$ cat src/rtl/wb_pkg.sv
// ----------------------------------------------------------------------------
// wb_pkg
// Shared definitions for the writeback stage: datapath widths, result-source
// select encodings, FSM state encodings and the hardwired-zero register index.
// Optional feature macro used by wb_stage: WB_RETIRE_COUNT_EN.
// ----------------------------------------------------------------------------
package wb_pkg;

   localparam int DATA_W     = 16;
   localparam int REG_ADDR_W = 4;

   // Writeback result source, as carried on InWbSel
   typedef enum logic [1:0] {
      WB_ALU  = 2'b00,
      WB_MEM  = 2'b01,
      WB_PC   = 2'b10,
      WB_BYTE = 2'b11
   } wb_sel_e;

   // Writeback control FSM
   typedef enum logic {
      IDLE     = 1'b0,
      WAIT_MEM = 1'b1
   } wb_state_e;

   // R0 reads as zero and is never written
   localparam logic [REG_ADDR_W-1:0] REG_ZERO = 4'h0;

endpackage

$ cat src/rtl/wb_result_mux.sv
// ----------------------------------------------------------------------------
// wb_result_mux
// Purely combinational writeback source selection, including the LLB/LHB
// byte merge against the destination's prior value.
// Ports:
//   sel        - source select (ALU, MEM, PC+2, byte immediate)
//   byte_hi    - for the byte-immediate source: 1 = LHB, 0 = LLB
//   alu_result - ALU result
//   mem_data   - load data
//   pc_plus2   - return address
//   imm8       - byte immediate
//   old_val    - destination's prior value
//   result     - selected writeback value
// ----------------------------------------------------------------------------
module wb_result_mux
   import wb_pkg::*;
(
   input  logic [1:0]        sel,
   input  logic              byte_hi,
   input  logic [DATA_W-1:0] alu_result,
   input  logic [DATA_W-1:0] mem_data,
   input  logic [DATA_W-1:0] pc_plus2,
   input  logic [7:0]        imm8,
   input  logic [DATA_W-1:0] old_val,
   output logic [DATA_W-1:0] result
);

   // LLB replaces the low byte, LHB the high byte; the other byte is kept
   // from the destination's value read at decode.
   always_comb begin
      result = alu_result;
      case (sel)
         WB_ALU:  result = alu_result;
         WB_MEM:  result = mem_data;
         WB_PC:   result = pc_plus2;
         WB_BYTE: result = byte_hi ? {imm8, old_val[7:0]} : {old_val[15:8], imm8};
         default: result = alu_result;
      endcase
   end

endmodule

$ cat src/rtl/wb_stage.sv
// ----------------------------------------------------------------------------
// wb_stage
// Writeback stage feeding the 16x16 register file write port. Accepts one
// retiring instruction per cycle, waits for late load data in WAIT_MEM and
// issues exactly one registered write/retire pulse per instruction.
// Optional feature: define WB_RETIRE_COUNT_EN to add the 32-bit RetireCount
// and WriteCount outputs.
// Ports:
//   clk, rst      - clock, asynchronous active-high reset
//   InValid       - MEM stage presents an instruction
//   InReady       - stage can accept (state is IDLE)
//   Flush         - squash pending/incoming instruction
//   InRegWrite    - instruction writes a register
//   InDstReg      - destination index
//   InWbSel       - result source select
//   InByteHi      - LHB (1) / LLB (0) for byte-immediate source
//   InAluResult, InPcPlus2, InImm8, InOldVal - result sources
//   MemDataValid  - load data available this cycle
//   MemData       - load data
//   WriteReg      - register-file write enable pulse
//   DstReg        - register-file write index
//   DstData       - register-file write data
//   Retire        - one pulse per retired instruction
//   RetireCount   - (optional) number of Retire pulses, wrapping
//   WriteCount    - (optional) number of WriteReg pulses, wrapping
// ----------------------------------------------------------------------------
module wb_stage
   import wb_pkg::*;
(
   input  logic                  clk,
   input  logic                  rst,
   input  logic                  InValid,
   output logic                  InReady,
   input  logic                  Flush,
   input  logic                  InRegWrite,
   input  logic [REG_ADDR_W-1:0] InDstReg,
   input  logic [1:0]            InWbSel,
   input  logic                  InByteHi,
   input  logic [DATA_W-1:0]     InAluResult,
   input  logic [DATA_W-1:0]     InPcPlus2,
   input  logic [7:0]            InImm8,
   input  logic [DATA_W-1:0]     InOldVal,
   input  logic                  MemDataValid,
   input  logic [DATA_W-1:0]     MemData,
   output logic                  WriteReg,
   output logic [REG_ADDR_W-1:0] DstReg,
   output logic [DATA_W-1:0]     DstData,
   output logic                  Retire
`ifdef WB_RETIRE_COUNT_EN
   ,
   output logic [31:0]           RetireCount,
   output logic [31:0]           WriteCount
`endif
);

   wb_state_e             state;
   logic                  pend_reg_write;
   logic [REG_ADDR_W-1:0] pend_dst;
   logic [DATA_W-1:0]     sel_value;
   logic                  accept;
   logic                  in_write;
   logic                  pend_write;

   wb_result_mux u_mux (
      .sel        (InWbSel),
      .byte_hi    (InByteHi),
      .alu_result (InAluResult),
      .mem_data   (MemData),
      .pc_plus2   (InPcPlus2),
      .imm8       (InImm8),
      .old_val    (InOldVal),
      .result     (sel_value)
   );

   // InReady is a decode of the registered state, so it is glitch-free and
   // goes high immediately on reset.
   assign InReady    = (state == IDLE);
   assign accept     = InValid & InReady & ~Flush;
   assign in_write   = InRegWrite & (InDstReg != REG_ZERO);
   assign pend_write = pend_reg_write & (pend_dst != REG_ZERO);

   // Control FSM and all output registers. Outputs default to zero every
   // cycle so each pulse lasts exactly one cycle. Flush in WAIT_MEM takes
   // priority over arriving load data.
   always_ff @(posedge clk or posedge rst) begin
      if (rst) begin
         state          <= IDLE;
         pend_reg_write <= 1'b0;
         pend_dst       <= REG_ZERO;
         WriteReg       <= 1'b0;
         Retire         <= 1'b0;
         DstReg         <= REG_ZERO;
         DstData        <= '0;
`ifdef WB_RETIRE_COUNT_EN
         RetireCount    <= 32'd0;
         WriteCount     <= 32'd0;
`endif
      end else begin
         WriteReg <= 1'b0;
         Retire   <= 1'b0;
         DstReg   <= REG_ZERO;
         DstData  <= '0;
         case (state)
            IDLE: begin
               if (accept) begin
                  if ((InWbSel != WB_MEM) || MemDataValid) begin
                     Retire   <= 1'b1;
                     WriteReg <= in_write;
                     DstReg   <= InDstReg;
                     DstData  <= sel_value;
`ifdef WB_RETIRE_COUNT_EN
                     RetireCount <= RetireCount + 32'd1;
                     WriteCount  <= WriteCount + {31'd0, in_write};
`endif
                  end else begin
                     pend_reg_write <= InRegWrite;
                     pend_dst       <= InDstReg;
                     state          <= WAIT_MEM;
                  end
               end
            end
            WAIT_MEM: begin
               if (Flush) begin
                  state <= IDLE;
               end else if (MemDataValid) begin
                  Retire   <= 1'b1;
                  WriteReg <= pend_write;
                  DstReg   <= pend_dst;
                  DstData  <= MemData;
                  state    <= IDLE;
`ifdef WB_RETIRE_COUNT_EN
                  RetireCount <= RetireCount + 32'd1;
                  WriteCount  <= WriteCount + {31'd0, pend_write};
`endif
               end
            end
            default: state <= IDLE;
         endcase
      end
   end

endmodule

$ cat config.mk
export PLATFORM = sky130hd
export DESIGN_NAME = wb_stage
export DESIGN_NICKNAME = d
export VERILOG_FILES = /design/src/rtl/wb_pkg.sv /design/src/rtl/wb_result_mux.sv /design/src/rtl/wb_stage.sv
export SDC_FILE = /design/constraint.sdc
export NUM_CORES = 1
export LEC_CHECK = 0
export CORE_UTILIZATION = 37
export CTS_CLUSTER_DIAMETER = 50
export DETAILED_ROUTE_END_ITERATION = 8
export PLACE_DENSITY_LB_ADDON = 0.25
export RECOVER_POWER = 100
export SLEW_MARGIN = 30
export SYNTH_ARGS = -nofsm -noshare
export SYNTH_HDL_FRONTEND = slang
export SYNTH_SLANG_ARGS = --single-unit
export TNS_END_PERCENT = 100
$ cat constraint.sdc
create_clock -name clk -period 1.9 [get_ports clk]
set_clock_uncertainty 0.15 [all_clocks]
set_input_delay 0.475 -clock clk [delete_from_list [all_inputs] [get_ports clk]]
set_output_delay 0.475 -clock clk [all_outputs]
set_load 0.05 [all_outputs]
==> results <==
==> layer usage <==
layer,up-vias,track usage [%],routed length [um]
met5,-,0,0
met4,0,7.778,78
met3,8,4.782,490
met2,94,36.30,2631
met1,855,27.09,2396
li1,854,-,-
==> repair_timing <==
| item | in CTS | in global routing |
|---|---|---|
| setup buffers | 0 | 1 |
| gates cloned | 0 | 0 |
| pin swaps | 0 | 1 |
| endpoints found under the setup margin | 3 | 20 |
| resized for setup | 2 | 18 |
==> layout make-up <==
class / count / area, um2
clock buffer: 3 / 41.29
clock inverter: 1 / 30.03
fill: 365 / 1405
inverter: 19 / 76.32
multi-input combinational: 104 / 1008
sequential: 28 / 700.7
tap: 52 / 65.06
timing repair buffer: 128 / 1147
==> metrics by stage <==
| stage | util [%] | instances |
|---|---|---|
| finish | 68.60 | 335 |
| global route | 68.60 | 335 |
| CTS | 67.79 | 334 |
| detailed placement | 66.00 | 330 |
| global placement | 66.00 | 330 |
| floorplan | - | 165 |
==> cells in the mapped netlist, drive strengths merged, types with 2 or more instances <==
cell,number
dfrtp,28
mux2,21
inv,19
nor2,18
a21oi,16
a221oi,16
o32ai,16
buf,11
a22o,4
clkbuf,3
nand2,2
o41ai,2
or2,2
==> flip-flops by register name (all words and copies together) (netlist names) <==
register and count:
Retire 1, WriteReg 1, DstReg 4, pend_reg_write 1, pend_dst 4, state 1
DstData 16
==> power breakdown <==
part,internal [W],switching (W)
sequential,0.000646,0.0000259
combinational,0.000315,0.000291
clock,0.000282,0.000200
==> final timing paths <==
check	endpoint	slack [ns]	cells after the start
hold / removal	DstReg[2]	0.38	1
setup / recovery	DstData[6]	0.03	5
setup reg to reg	DstData[1]	0.33	5
min in group asynchronous	DstData[14]	0.67	3
max in group asynchronous	DstReg[1]	0.45	3
hold reg to reg	DstReg[2]	0.38	1
==> cells in the final DEF, fill, tap and decap left out, types with 2 or more instances in the layout <==
master	instances
clkdlybuf4s50_1	83
dfrtp_1	28
mux2_2	20
inv_1	18
nor2_1	17
a21oi_1	16
a221oi_2	16
o32ai_2	14
clkbuf_2	14
buf_4	14
clkbuf_1	10
a22o_1	4
clkbuf_8	3
buf_6	3
buf_12	3
nand2_1	2
o32ai_1	2
o41ai_1	2
==> logic make-up after synthesis <==
logic type             count (synthesis)  share of synthesized area, %
multiplexers                          21                         13.34
AO/OA/AOI/OAI                         56                         30.28
buffers and inverters                 33                         9.880
AND/OR/NAND/NOR                       27                         6.987
flip-flops                            28                         39.52
==> flow_summary.json <==
{
  "antenna_found_initial": 0,
  "wire_per_inst_um": 16.70,
  "grt_max_degree": 29,
  "overflow": 0,
  "relSlewSlack_pct": 50.80,
  "cp_slowest_cell": "clkdlybuf4s50_1",
  "critPathMaxStageDelay_ns": 0.50,
  "setup_viol": 0,
  "grtUsageTotal_pct": 21.51,
  "cts.htree.levels": 1,
  "numCtsBuffers": 3,
  "ys_seq_elements": 28,
  "start_kind": "input port",
  "dp_slack_ns": -0.3080,
  "place_hpwl_mm": 4.157,
  "synthArstFlopShare_pct": 100.0,
  "p_leak_nw": 1.327,
  "path_class": "in -> reg",
  "grt_pass1_wl_mm": 8.493,
  "die_w_um": 71.22,
  "die-area_um2": 5072,
  "stdcell_area_um2": 3069,
  "core_um2": 4474,
  "cts_tree": "yes",
  "cts_sinks": 28,
  "drv_slew": 0,
  "violations": "design-rule violations",
  "hold_buffers": 0,
  "cp.arrival_ns": 1.89,
  "synthTopCellsByArea": "dfrtp_1 40%, mux2_2 13%, o32ai_2 7.3%, a221oi_2 6.8%, a21oi_1 4.5%",
  "holdWs_ns": 0.3778,
  "syn_area_um2": 1773,
  "vias": 1811,
  "status": "complete, but fails checks",
  "yosysWarnings": 0,
  "numPortBuffers": 107,
  "die_h_um": 71.22,
  "grt_pass1_vias": 1870,
  "dr.pass1.iters": 8,
  "synth_top_area_cell": "dfrtp_1",
  "drt_iter0_drc": 132,
  "cts_root_buf": "clkbuf_8",
  "fin_ws_ns": 0.03457,
  "clockBufferDepth": 2,
  "hold_viol": 0,
  "fmax_mhz": 536.1,
  "place_area_um2": 2953,
  "syn_inst": 165,
  "fin_crit_ns": 1.865,
  "crit_required_ns": 1.92,
  "wirelength_mm": 5.596,
  "cap_violations": 0,
  "setup_tns_ns": 0,
  "clkLatencyLatePin_ns": 0.28,
  "finalNetCount": 369,
  "cp-end-kind": "flip-flop",
  "p_per_area_nw_per_um2": 573.6,
  "cp_top_family": "buffers and inverters",
  "place.gp.congestion": 0.8667,
  "start_util_pct": 39.63,
  "vias_per_cell": 5.406,
  "ir_drop_mv": 0.4308,
  "synth_seq_area_share_pct": 39.52,
  "r2r-start": "state",
  "path_cells": "clkdlybuf4s50_1 > buf_6 > mux2_2 > a221oi_2 > o32ai_2",
  "clk_pin_slew_worst_paths_ns": 0.10,
  "drc": 7,
  "diodes": 0,
  "postSynthAreaPerCell_um2": 10.75,
  "placement_rows": 24,
  "final_antenna_net_count": 0,
  "critPathMaxFanout": 10,
  "syn_to_final_growth_pct": 73.11,
  "synth_fp_nets": 250,
  "min_period_over_period_pct": 98.18,
  "synth_edf_count": 0,
  "min_path_type": "reg -> reg",
  "tightestPinTransition_ns": 0.7380,
  "yosys.area.top_type_share_pct": 39.52,
  "synth_ff_type": "dfrtp_1",
  "hp-start": "pend_dst[2]",
  "ys_types": 26,
  "p_total_w": 0.001760,
  "ios": 108,
  "drive_above_1_share_pct": 32.86,
  "path_buf_inv": 2,
  "crit_start": "InByteHi"
}
Power figures use the tool's default switching activity.
